===== src/rtl/if_fetch_queue_if.sv =====
// Decode-side handshake bundle for if_fetch_queue: {pc, instr} head entry over valid/ready.
interface if_fetch_queue_if #(
    parameter int unsigned AW = 32,
    parameter int unsigned DW = 32
);
    logic          id_valid;
    logic          id_ready;
    logic [AW-1:0] id_pc;
    logic [DW-1:0] id_instr;

    modport master (output id_valid, output id_pc, output id_instr, input id_ready);
    modport slave  (input id_valid, input id_pc, input id_instr, output id_ready);
endinterface


===== src/rtl/if_fetch_queue.sv =====
// Instruction-fetch queue: issues fetches to 1-cycle imem, buffers {pc, instr} for decode.
// Optional macro IF_FETCH_BYPASS_EN: an arriving response skips an empty FIFO combinationally.
module if_fetch_queue #(
    parameter int unsigned DEPTH = 4,
    parameter int unsigned AW    = 32,
    parameter int unsigned DW    = 32
) (
    input  logic                    clk,
    input  logic                    rst,
    input  logic [AW-1:0]           pc,
    output logic                    pc_en,
    input  logic                    flush,
    output logic                    imem_req,
    output logic [AW-1:0]           imem_addr,
    input  logic [DW-1:0]           imem_rdata,
    if_fetch_queue_if.master        id,
    output logic [$clog2(DEPTH):0]  occupancy
);
    localparam int unsigned PW = $clog2(DEPTH);
    localparam int unsigned OW = PW + 1;
    localparam int unsigned CW = OW + 1;

    logic [AW-1:0] mem_pc    [DEPTH];
    logic [DW-1:0] mem_instr [DEPTH];
    logic [PW-1:0] head;
    logic [PW-1:0] tail;
    logic [OW-1:0] occ;
    logic          inflight;
    logic          kill;
    logic [AW-1:0] inflight_pc;

    logic          issue;
    logic          rsp_ok;
    logic          byp;
    logic          wr_fifo;
    logic          rd_fifo;
    logic [CW-1:0] used;

    // Credits count buffered entries plus the fetch whose response is still coming.
    assign used      = CW'(occ) + CW'(inflight);
    assign issue     = rst & ~flush & (used < CW'(DEPTH));
    assign pc_en     = issue;
    assign imem_req  = issue;
    assign imem_addr = pc;

    // A redirect in the arrival cycle beats the response.
    assign rsp_ok = inflight & ~kill & ~flush;

`ifdef IF_FETCH_BYPASS_EN
    assign byp = rsp_ok & (occ == '0);
`else
    assign byp = 1'b0;
`endif

    assign rd_fifo = (occ != '0) & id.id_ready & ~flush;
    assign wr_fifo = rsp_ok & ~(byp & id.id_ready);

    assign id.id_valid = (occ != '0) | byp;
    assign id.id_pc    = byp ? inflight_pc : mem_pc[head];
    assign id.id_instr = byp ? imem_rdata  : mem_instr[head];
    assign occupancy   = occ;

    // Pointers, count and in-flight tracking.
    always_ff @(posedge clk or negedge rst) begin
        if (!rst) begin
            head        <= '0;
            tail        <= '0;
            occ         <= '0;
            inflight    <= 1'b0;
            kill        <= 1'b0;
            inflight_pc <= '0;
        end else begin
            inflight <= issue;
            kill     <= flush & inflight;
            if (issue) begin
                inflight_pc <= pc;
            end
            if (flush) begin
                head <= '0;
                tail <= '0;
                occ  <= '0;
            end else begin
                if (rd_fifo) begin
                    head <= head + PW'(1);
                end
                if (wr_fifo) begin
                    tail <= tail + PW'(1);
                end
                occ <= occ + OW'(wr_fifo) - OW'(rd_fifo);
            end
        end
    end

    // Entry storage; cleared on reset so the head reads zero.
    always_ff @(posedge clk or negedge rst) begin
        if (!rst) begin
            for (int i = 0; i < int'(DEPTH); i++) begin
                mem_pc[i]    <= '0;
                mem_instr[i] <= '0;
            end
        end else if (wr_fifo) begin
            mem_pc[tail]    <= inflight_pc;
            mem_instr[tail] <= imem_rdata;
        end
    end
endmodule


===== src/flat_wrapper.sv =====
// flat-port wrapper written by rule: the top's interface ports become plain ports
module if_fetch_queue_flat 
#(
    parameter int unsigned DEPTH = 4,
    parameter int unsigned AW    = 32,
    parameter int unsigned DW    = 32
)
  (clk, rst, pc, pc_en, flush, imem_req, imem_addr, imem_rdata, occupancy, id_id_valid, id_id_pc, id_id_instr, id_id_ready);
  if_fetch_queue_if #(.AW(AW), .DW(DW)) id_i ();
  input  logic clk;
  input  logic rst;
  input  logic [AW-1:0] pc;
  output logic pc_en;
  input  logic flush;
  output logic imem_req;
  output logic [AW-1:0] imem_addr;
  input  logic [DW-1:0] imem_rdata;
  output logic [$clog2(DEPTH):0] occupancy;
  output wire logic [$bits(id_i.id_valid)-1:0] id_id_valid;
  output wire logic [$bits(id_i.id_pc)-1:0] id_id_pc;
  output wire logic [$bits(id_i.id_instr)-1:0] id_id_instr;
  input wire logic [$bits(id_i.id_ready)-1:0] id_id_ready;
  assign id_id_valid = id_i.id_valid;
  assign id_id_pc = id_i.id_pc;
  assign id_id_instr = id_i.id_instr;
  assign id_i.id_ready = id_id_ready;
  if_fetch_queue #(.DEPTH(DEPTH), .AW(AW), .DW(DW)) u_core (.clk(clk), .rst(rst), .pc(pc), .pc_en(pc_en), .flush(flush), .imem_req(imem_req), .imem_addr(imem_addr), .imem_rdata(imem_rdata), .id(id_i), .occupancy(occupancy));
endmodule

===== config.mk =====
export PLATFORM = sky130hd
export DESIGN_NAME = if_fetch_queue_flat
export DESIGN_NICKNAME = d
export VERILOG_FILES = /design/src/rtl/if_fetch_queue_if.sv /design/src/rtl/if_fetch_queue.sv /design/src/flat_wrapper.sv
export SDC_FILE = /design/constraint.sdc
export NUM_CORES = 1
export LEC_CHECK = 0
export BUFFER_PORTS_ARGS = -buffer_cell sky130_fd_sc_hd__buf_4
export CAP_MARGIN = 10
export CORE_MARGIN = 10
export CORE_UTILIZATION = 50
export DETAILED_ROUTE_END_ITERATION = 10
export PLACE_DENSITY = 0.75
export SYNTH_ARGS = -nofsm -noshare
export SYNTH_HDL_FRONTEND = slang
export SYNTH_SLANG_ARGS = --single-unit

===== constraint.sdc =====
create_clock -name clk -period 1.87 [get_ports clk]
set_input_delay 0.0935 -clock clk [delete_from_list [all_inputs] [get_ports clk]]
set_output_delay 0.0935 -clock clk [all_outputs]
set_load 0.01 [all_outputs]

==> metrics.yaml <==
placed_design:
  post-place-ws_ps: -93.9
  place_hpwl_mm: 17.3
  place_area_mm2: 0.0148
  io_buffers: 169
  place_congestion: 0.722
run:
  drv_cap: 0
logic_synthesis:
  synthCells: 769
  syn_area_per_cell_um2: 17.2
  synth-seq-cells: 297
  ys_warn_count: 0
  yosysSeqAreaShare: 0.563
  synth.top_cell.area_share: 0.563
  synth_nets: 845
  synth_area_leaders: "dfrtp_1 (56%), mux2_2 (22%), mux4_2 (11%)"
  syn_area_mm2: 0.0132
  yosys.area.top_type: "dfrtp_1"
  synth_cell_types: 26
sta:
  tightest_slew_ps: 764
  drv_slew: 0
  finalCriticalPeriod_ps: 2070
  fin_crit_sh: 1.11
  relSlewSlack: 0.491
  report.final.setup_viol: 100
  final_hold_viol_count: 0
  finClkSkew_ps: 25.4
  rsz0062_at_grt: "true"
  max_freq_mhz: 482
  layout_setup_ws_ps: -204
routing:
  drt-wirelength-per-cell_um: 20.9
  dr_total_vias: 7430
  wl_mm: 28.9
  drc: 0
  viasPerCell: 5.38
  ant_nets: 0
  drt_first_pass_iters: 4
  first_iter_violations: 315
critical_path:
  rr_endpoint: "u_core.occupancy[2]$_DFF_PN0_"
  cp-end-kind: "primary output"
  worstPathRequired_ps: 1780
  critPathLaunchType: "flip-flop"
  arrival_ps: 1980
  critPathMaxStageDelay_ps: 560
  reg2regPathDepth: 10
  reg2reg_from: "u_core.occupancy[1]$_DFF_PN0_"
  r2r_setup_slack_ps: -180
  crit_path_max_fanout: 13
  path_cells: "buf_4 -> buf_16 -> mux4_2 -> buf_6"
  crit_slowest_cell: "mux4_2"
  path_class: "reg -> out"
hold_path:
  hold_class: "in -> reg"
  hold_depth: 4
  holdCritStartpoint: "id_id_ready"
  hold_path_end: "u_core.head[1]$_DFFE_PN0P_"
global_routing:
  grt_first_pass_wirelength_mm: 46.5
  grt_start_max_net_pins: 129
  grt_pass1_vias: 8304
  grt_overflow_total: 0
  antenna_found_initial: 0
  grt_usage: 0.172
run_status:
  violations: "setup timing"
  status: "finished, violations left"
final_layout:
  areaGrowthSynthToFinish_pct: 30.6
  fin_area_mm2: 0.0172
  utilization: 0.664
  layout_commonest_cell: "dfrtp_1"
  layout-drive-gt1-share: 0.626
  nets: 1098
  fill_cells: 1767
  mostFrequentLayoutCells: "dfrtp_1 (291), mux2_2 (256), buf_4 (125), buf_6 (70), dlygate4sd3_1 (66)"
  antenna_cells: 0
pwr:
  p_leak_nw: 7.91
  power_mw: 25.3
  vdd_drop_max_uv: 873
  power.density_mw_per_mm2: 1470
clock_tree:
  cts_buffers: 34
  cts_root_buf: "clkbuf_16"
  clock_latency_ps: 510
  clk_pin_slew_worst_paths_ps: 60
  cts_tree: "done"
  cts.path.max_buffers: 3
  clock_sinks: 297
  h-tree-depth: 2
floorplanning:
  die_w_um: 182
  die_h_um: 182
  core_mm2: 0.0260
  rows: 59
  start_util: 0.508
  ios: 170
  die-area_mm2: 0.0333
[through the flow]
| stage | hold slack [ps] | TNS (ps) | cells |
|---|---|---|---|
| 2_1_floorplan | -202 | -2080 | 769 |
| 3_3_place_gp | 155 | -1100 | 1228 |
| 3_5_place_dp | 157 | -2330 | 1228 |
| 4_1_cts | 12.3 | -14130 | 1367 |
| 5_1_grt | 47.2 | -19010 | 1380 |
| 6_report | 31.9 | -11730 | 1380 |
[worst max-delay path, delay by kind of cell, from the launching register on]
kind	cells	cell delay, ps
mux	1	560
flops	1	450
buf+inv	3	450
[worst max-delay path by stage]
stage	from	to	slack, ps	cells after the start
2_1_floorplan	u_core.occupancy[1]$_DFF_PN0_	u_core.occupancy[1]$_DFF_PN0_	-100	8
3_3_place_gp	u_core.occupancy[2]$_DFF_PN0_	u_core.inflight_pc[14]$_DFFE_PN0P_	-50	5
3_5_place_dp	u_core.occupancy[2]$_DFF_PN0_	u_core.inflight_pc[16]$_DFFE_PN0P_	-90	5
4_1_cts	u_core.head[0]$_DFFE_PN0P_	id_id_instr[21]	-240	3
5_1_grt	u_core.occupancy[1]$_DFF_PN0_	u_core.occupancy[2]$_DFF_PN0_	-300	10
6_report	u_core.head[0]$_DFFE_PN0P_	id_id_instr[21]	-200	4
[cell usage after synthesis]
cell type / number
nor2b_1: 2
nand4_2: 1
mux2_2: 259
buf_4: 37
xnor2_1: 2
and3_2: 1
o311ai_0: 1
inv_1: 6
or3_2: 1
nor2_1: 7
o31ai_1: 1
and2_1: 5
clkbuf_1: 6
xor2_1: 2
buf_2: 5
mux4_2: 64
fa_1: 1
mux2i_1: 1
a2111oi_4: 1
nor3b_1: 1
mux2_4: 29
buf_6: 27
a31o_2: 1
ha_1: 7
dfrtp_1: 297
buf_1: 4
[flip-flops by register name, indices dropped and copies added (netlist names)]
signal	count
u_core.kill	1
u_core.occupancy	3
u_core.mem_instr	128
u_core.inflight	1
u_core.mem_pc	128
u_core.inflight_pc	32
u_core.tail	2
u_core.head	2
[kinds of logic (layout without fill, tap and decap cells)]
logic type	Yosys count	count (layout)	synth area share
buffers and inverters	85	361	0.0505
AO/OA/AOI/OAI	4	4	0.00398
adder cells (fa/ha/maj)	8	8	0.00815
multiplexers	353	353	0.364
flip-flops	297	297	0.563
AND/OR/NAND/NOR	18	18	0.00796
XOR/XNOR	4	4	0.00265
[power breakdown]
group / switching (mW) / internal, mW
sequential: 1.21 / 8.43
clock: 2.54 / 3.67
combinational: 3.35 / 6.06
total: 7.10 / 18.2
[area by class of cell]
class / count / area, um2 / share of cell area
clock inverter: 13 / 115 / 0.00668
timing repair buffer: 296 / 3130 / 0.182
clock buffer: 46 / 936 / 0.0543
sequential: 297 / 7440 / 0.432
multi-input combinational: 387 / 5170 / 0.300
inverter: 6 / 22.5 / 0.00131
tap: 335 / 419 / 0.0243
[metal layers]
layer  part of all wire  GRT usage
met5                  0          0
met4              0.016     0.0430
met3              0.049     0.0423
met2               0.49      0.284
met1               0.44      0.223
[what timing repair did]
item / CTS / global route
setup endpoints to repair: 128 / 106
gates resized for setup: 87 / 12
cloned: 3 / 6
pin swaps: 5 / 1
hold buffers: 66 / 0
setup buffers: 11 / 7
hold endpoints to repair: 196 / 0
No activity file was read; power rests on OpenSTA's default activity.
